### src/rtl/mul_div.sv
// mul_div : iterative multiply / divide unit for the S1C88 core.
//
// Purpose:
//   MLT : R = A[7:0] * B (shift-add, one multiplier bit per cycle, 8 cycles)
//   DIV : A / B restoring division, one quotient bit per cycle, 16 cycles.
//         R = {remainder, quotient} when the quotient fits in 8 bits,
//         otherwise R keeps the dividend and V is raised.
//         A zero divisor finishes after a single cycle with div_zero set.
//   Results and flags feed the ALU writeback path, so flags use the ALU
//   ordering {S,V,C,Z}.
//
// Ports:
//   clk      in   core clock, rising edge
//   reset_n  in   asynchronous active-low reset
//   start    in   request, sampled only when not busy (IDLE or done cycle)
//   op       in   0 = MLT, 1 = DIV, latched with start
//   A        in   16-bit dividend / multiplicand in A[7:0]
//   B        in   8-bit multiplier / divisor
//   flush    in   synchronous abort, highest priority, no done follows
//   busy     out  operation in progress
//   done     out  one-cycle completion pulse
//   R        out  16-bit result, held until the next completion
//   flags    out  {S,V,C,Z}
//   div_zero out  qualifies done: divisor was zero
module mul_div (
  input  logic        clk,
  input  logic        reset_n,
  input  logic        start,
  input  logic        op,
  input  logic [15:0] A,
  input  logic [7:0]  B,
  input  logic        flush,
  output logic        busy,
  output logic        done,
  output logic [15:0] R,
  output logic [3:0]  flags,
  output logic        div_zero
);

  typedef enum logic [1:0] {IDLE, MUL, DIV, FIN} state_t;

  state_t      state_q, state_d;
  logic [3:0]  cnt_q, cnt_d;
  logic [15:0] work_q, work_d;
  logic [15:0] opnd_q, opnd_d;
  logic [7:0]  mplr_q, mplr_d;
  logic [8:0]  rem_q, rem_d;
  logic [15:0] dvd_q, dvd_d;
  logic [15:0] res_q, res_d;
  logic [3:0]  flags_q, flags_d;
  logic        divZero_q, divZero_d;

  logic        launch;
  logic        mulLast;
  logic        divZeroHit;
  logic        divLast;
  logic [15:0] mulSum;
  logic [9:0]  remShift;
  logic        qBit;
  logic [8:0]  remNext;
  logic [15:0] quoNext;

  // The done cycle (FIN) accepts a new start exactly like IDLE, which is
  // what gives back-to-back throughput of N+1 cycles.
  assign launch = start && !flush && ((state_q == IDLE) || (state_q == FIN));

  assign mulLast    = (state_q == MUL) && (cnt_q == 4'd7);
  assign divZeroHit = (state_q == DIV) && (mplr_q == 8'h00);
  assign divLast    = (state_q == DIV) && (cnt_q == 4'd15);

  // One shift-add step: work_q is the accumulator, opnd_q the multiplicand
  // already shifted to the weight of the multiplier bit in mplr_q[0].
  assign mulSum = work_q + (mplr_q[0] ? opnd_q : 16'h0000);

  // One restoring-division step. work_q starts as the dividend and turns into
  // the quotient as dividend bits shift out of the top and quotient bits shift
  // in at the bottom. The remainder is always below the divisor, so the
  // shifted value needs the ninth bit to compare without overflow.
  assign remShift = {rem_q, work_q[15]};
  assign qBit     = (remShift >= {2'b00, mplr_q});
  assign remNext  = qBit ? 9'(remShift - {2'b00, mplr_q}) : remShift[8:0];
  assign quoNext  = {work_q[14:0], qBit};

  // State register.
  always_ff @(posedge clk or negedge reset_n) begin
    if (!reset_n) begin
      state_q <= IDLE;
    end else begin
      state_q <= state_d;
    end
  end

  // Next-state logic. A zero divisor spends a single DIV cycle, in which the
  // latched divisor is seen to be zero, and then goes straight to FIN without
  // iterating. Flush overrides everything, including completion and start.
  always_comb begin
    state_d = state_q;
    unique case (state_q)
      IDLE, FIN: state_d = start ? (op ? DIV : MUL) : IDLE;
      MUL:       if (cnt_q == 4'd7) state_d = FIN;
      DIV:       if ((mplr_q == 8'h00) || (cnt_q == 4'd15)) state_d = FIN;
      default:   state_d = IDLE;
    endcase
    if (flush) begin
      state_d = IDLE;
    end
  end

  // Outputs decoded from the state alone.
  always_comb begin
    busy = (state_q == MUL) || (state_q == DIV);
    done = (state_q == FIN);
  end

  // Datapath next values. Result registers only change on the completing
  // edge, so R and flags never expose intermediate values; a flush on that
  // same edge suppresses the write.
  always_comb begin
    cnt_d     = cnt_q;
    work_d    = work_q;
    opnd_d    = opnd_q;
    mplr_d    = mplr_q;
    rem_d     = rem_q;
    dvd_d     = dvd_q;
    res_d     = res_q;
    flags_d   = flags_q;
    divZero_d = divZero_q;

    if (launch) begin
      work_d = op ? A : 16'h0000;
      opnd_d = {8'h00, A[7:0]};
      mplr_d = B;
      rem_d  = 9'h000;
      dvd_d  = A;
      cnt_d  = 4'd0;
    end else if (state_q == MUL) begin
      work_d = mulSum;
      opnd_d = opnd_q << 1;
      mplr_d = mplr_q >> 1;
      cnt_d  = cnt_q + 4'd1;
    end else if (state_q == DIV) begin
      work_d = quoNext;
      rem_d  = remNext;
      cnt_d  = cnt_q + 4'd1;
    end

    if (!flush) begin
      if (mulLast) begin
        res_d     = mulSum;
        flags_d   = {mulSum[15], 2'b00, (mulSum == 16'h0000)};
        divZero_d = 1'b0;
      end else if (divZeroHit) begin
        res_d     = dvd_q;
        flags_d   = 4'b0000;
        divZero_d = 1'b1;
      end else if (divLast) begin
        divZero_d = 1'b0;
        if (quoNext[15:8] != 8'h00) begin
          res_d   = dvd_q;
          flags_d = 4'b0100;
        end else begin
          res_d   = {remNext[7:0], quoNext[7:0]};
          flags_d = {quoNext[7], 2'b00, (quoNext[7:0] == 8'h00)};
        end
      end
    end
  end

  // Datapath and result registers.
  always_ff @(posedge clk or negedge reset_n) begin
    if (!reset_n) begin
      cnt_q     <= 4'd0;
      work_q    <= 16'h0000;
      opnd_q    <= 16'h0000;
      mplr_q    <= 8'h00;
      rem_q     <= 9'h000;
      dvd_q     <= 16'h0000;
      res_q     <= 16'h0000;
      flags_q   <= 4'b0000;
      divZero_q <= 1'b0;
    end else begin
      cnt_q     <= cnt_d;
      work_q    <= work_d;
      opnd_q    <= opnd_d;
      mplr_q    <= mplr_d;
      rem_q     <= rem_d;
      dvd_q     <= dvd_d;
      res_q     <= res_d;
      flags_q   <= flags_d;
      divZero_q <= divZero_d;
    end
  end

  assign R        = res_q;
  assign flags    = flags_q;
  assign div_zero = divZero_q;

endmodule
### config.mk
export PLATFORM = sky130hd
export DESIGN_NAME = mul_div
export DESIGN_NICKNAME = d
export VERILOG_FILES = /design/src/rtl/mul_div.sv
export SDC_FILE = /design/constraint.sdc
export NUM_CORES = 1
export LEC_CHECK = 0
export BUFFER_PORTS_ARGS = -buffer_cell sky130_fd_sc_hd__buf_4
export CAP_MARGIN = 5
export CORE_MARGIN = 1.5
export CORE_UTILIZATION = 30
export DETAILED_ROUTE_END_ITERATION = 10
export HOLD_SLACK_MARGIN = 0.1
export PLACE_DENSITY = 0.46
export SLEW_MARGIN = 15
export SYNTH_ARGS = -nofsm -noshare
export SYNTH_HDL_FRONTEND = slang
export SYNTH_SLANG_ARGS = --single-unit
### constraint.sdc
create_clock -name clk -period 10.2 [get_ports clk]
set_clock_uncertainty 0.05 [all_clocks]
set_input_delay 1.02 -clock clk [delete_from_list [all_inputs] [get_ports clk]]
set_output_delay 1.02 -clock clk [all_outputs]
set_load 0.02 [all_outputs]
==> metrics <==
global-route wire length before repair=26,300 microns; # Post-CTS Setup Buffers=0; Setup Viol. Count Final=0; post-synth cell types=50; Seq/Total Area, Yosys=40.7%; via count=4,651; post-CTS resize count=0; Synth Instances=641; DRT Wirelength=16,000 microns; cts bufs inserted=9; ordered cell list for the critical path=ha_1 -> inv_1 -> fa_1 -> a21o_1 -> a221oi_1 -> a21oi_1 -> nor2_1 -> mux2_2 -> a211oi_1 -> a21oi_1 -> o21ai_0; WHS=0.428 ns; Syn Area/Cell=8.72 sq um; XOR/XNOR Fraction of Synth Area=3.60%; Max H-tree Level=3; Reg clk slew, reported paths=0.06 ns; worst hold stages=2; M1 WL=8050 microns; Final period util=39.9%; DIE AREA=19,500 sq um; Post-CTS Hold Buffers=0; number of global-route vias before repair=4,689; CP required=10.41 ns; Post-Synth Simple-Gate Area=17.8%; CTS Sinks=91; max-cap viol count=0; number of synthesized flops with an enable pin=0; Tightest Pin Transition=1.16 ns; Die Span X=140 microns; post-route cell area=6460 sq um; critical path type=reg2reg; RR Startpoint=mplr_q[0]; status=complete, but fails checks; most frequent CP cell=a21oi_1; ANT cells=0; post-layout net count=732; Area Growth Syn to Fin=15.6%; capturing element type of the critical path=flip-flop; largest net degree at the start of global routing=84; unrepaired setup endpoints after global routing=no; fraction of registers with async set/reset=100%; violated checks=DRC; Largest stage delay, worst path=0.90 ns; Synth Area in Adders=6.76%; Ports=52; Crit Reg-Reg Endpoint=R[8]; initial core utilization=30.8%; floorplan row count=49; max_slew headroom=22.3%; max frequency=245 MHz; Post-DP HPWL=11,400 microns; Die H=140 microns; Post-Place Cells=892; Worst Hold Launch=dvd_q[14]; Via density=5.13; Worst-Skew Late Latency=0.34 ns; Final Wtd Congestion=0.808; CTS tree=done; pre-CTS setup slack=6.12 ns; CP arrival=4.28 ns; CP max-delay cell=nor2_1; Port Buffers=50; total power=2.23 mW; hold worst-path end=dvd_q[14]; CP Max Fanout=19; r2r setup slk=6.13 ns; mux cell area share after synthesis=8.68%; worst vdd ir=0.000109 V; largest family of logic cells by synthesized area=compound AO/OA/AOI/OAI gates; P_leak=2.95 nW; DR WL met2=7270 microns; non-filler cells, final=906; Hold WC Path Type=reg2reg; setup TNS=0 ns; DR top layer=met4; final hold vios=0; Synth Register Bits=91; Clock Tree Buf Depth=2; grt ovf=0; antenna violations before repair=0; clk root buf=clkbuf_16; Syn Nets=699; pwr/cell area=345 nW/um^2; Final Max Slew Viols=0; Global Route Usage Sum=17.2%; First DRT Iteration DRCs=274; Synth Area in Compound Gates=18.6%; Synth Cell Area=5590 sq um; Util after Layout=35.6%; Primary FF master, synth=dfrtp_1; CP Launch Type=flip-flop; min Tclk post-route=4.07 ns; yosys warns=0; CP startpoint=mplr_q[0]; wire length on met3=552 microns; number of routed nets with antenna violations=0; drt drc=5; 1st-pass router iterations=7; dpl cell area=6180 sq um; Placeable Area=18,100 sq um; wire per inst=17.7 microns; layout cells sized above 1=12.7%; Worst R2R Path Depth=11; fin worst setup slack=6.13 ns
[cells in the final DEF, fill, tap and decap left out, types with 4 or more instances in the layout]
master	synthesis	layout
o21ai_0	69	69
nor2b_1	7	7
mux2i_1	44	44
a31o_2	5	5
nand3_1	18	18
a21oi_1	50	49
and2_1	15	15
dfrtp_1	91	91
clkbuf_16	0	9
ha_1	27	26
mux2_2	4	4
buf_4	1	56
inv_1	20	20
and3_1	5	5
a211oi_1	18	18
xnor2_1	13	13
o31ai_1	5	5
nor2_1	48	48
nor4_1	4	4
xor2_1	10	10
a21o_1	6	6
nand2_1	101	101
[report_power, final]
group | switching, mW | internal [mW] | total, mW
clock network | 0.139 | 0.193 | 0.333
registers | 0.150 | 0.525 | 0.675
logic | 0.727 | 0.497 | 1.22
total | 1.02 | 1.22 | 2.23
[worst max-delay path, delay by kind of cell, from the launching register on]
family,cells,cell delay [ns]
AO/OA/AOI/OAI,6,1.21
adder cells (fa/ha/maj),2,0.67
buffers and inverters,1,0.06
flip-flops,1,0.68
multiplexers,1,0.44
AND/OR/NAND/NOR,1,0.90
[final cells by class]
type,count,area [sq um]
Clock inverter,3,40.0
Multi-Input combinational cell,496,3120
Timing Repair Buffer,56,420
Inverter,20,75.1
Clock buffer,11,243
Sequential cell,91,2280
Fill cell,1853,11700
Tap cell,229,287
[metal layers]
| metal | GRT usage (%) | vias to the layer above |
|---|---|---|
| met5 | 0 | - |
| met1 | 24.8 | 2245 |
| met4 | 4.26 | 0 |
| met3 | 3.27 | 8 |
| met2 | 26.4 | 72 |
| li1 | - | 2326 |
[sequential cells by signal (all words and copies together) (netlist names)]
register and count:
R 16, cnt_q 4, div_zero 1, dvd_q 16, flags 3, mplr_q 8
opnd_q 16, rem_q 9, state_q 2, work_q 16
[how the worst max path moves through the flow]
stage	to	slack, ns	depth (start not counted)
after floorplan	flags[0]	6.91	10
after global placement	R[8]	6.19	11
after detailed placement	R[8]	6.12	11
after CTS	R[8]	6.09	11
after global routing	R[8]	5.79	11
final	R[8]	6.13	11
[logic make-up (layout without fill, tap and decap cells)]
family	count (synthesis)	after routing
AOI/OAI and AO/OA	175	175
xor gates and xnor gates	23	23
adders and majority gates	29	29
buffers and inverters	54	90
DFF	91	91
muxes	48	48
other	1	1
and+or+nand+nor	220	220
[synth_stat cells (6+ instances only)]
cell      number  area [sq um]
ha_1          27           338
buf_1          8          30.0
nor2b_1        7          43.8
o21ai_0       69           345
xor2_1        10          87.6
mux2i_1       44           440
nor2_1        48           180
xnor2_1       13           114
and2_1        15          93.8
a21oi_1       50           250
nand3_1       18          90.1
nand2_1      101           379
a211oi_1      18           135
clkbuf_1      24          90.1
a21o_1         6          45.0
dfrtp_1       91          2280
inv_1         20          75.1
(Power assumes the default switching activity.)
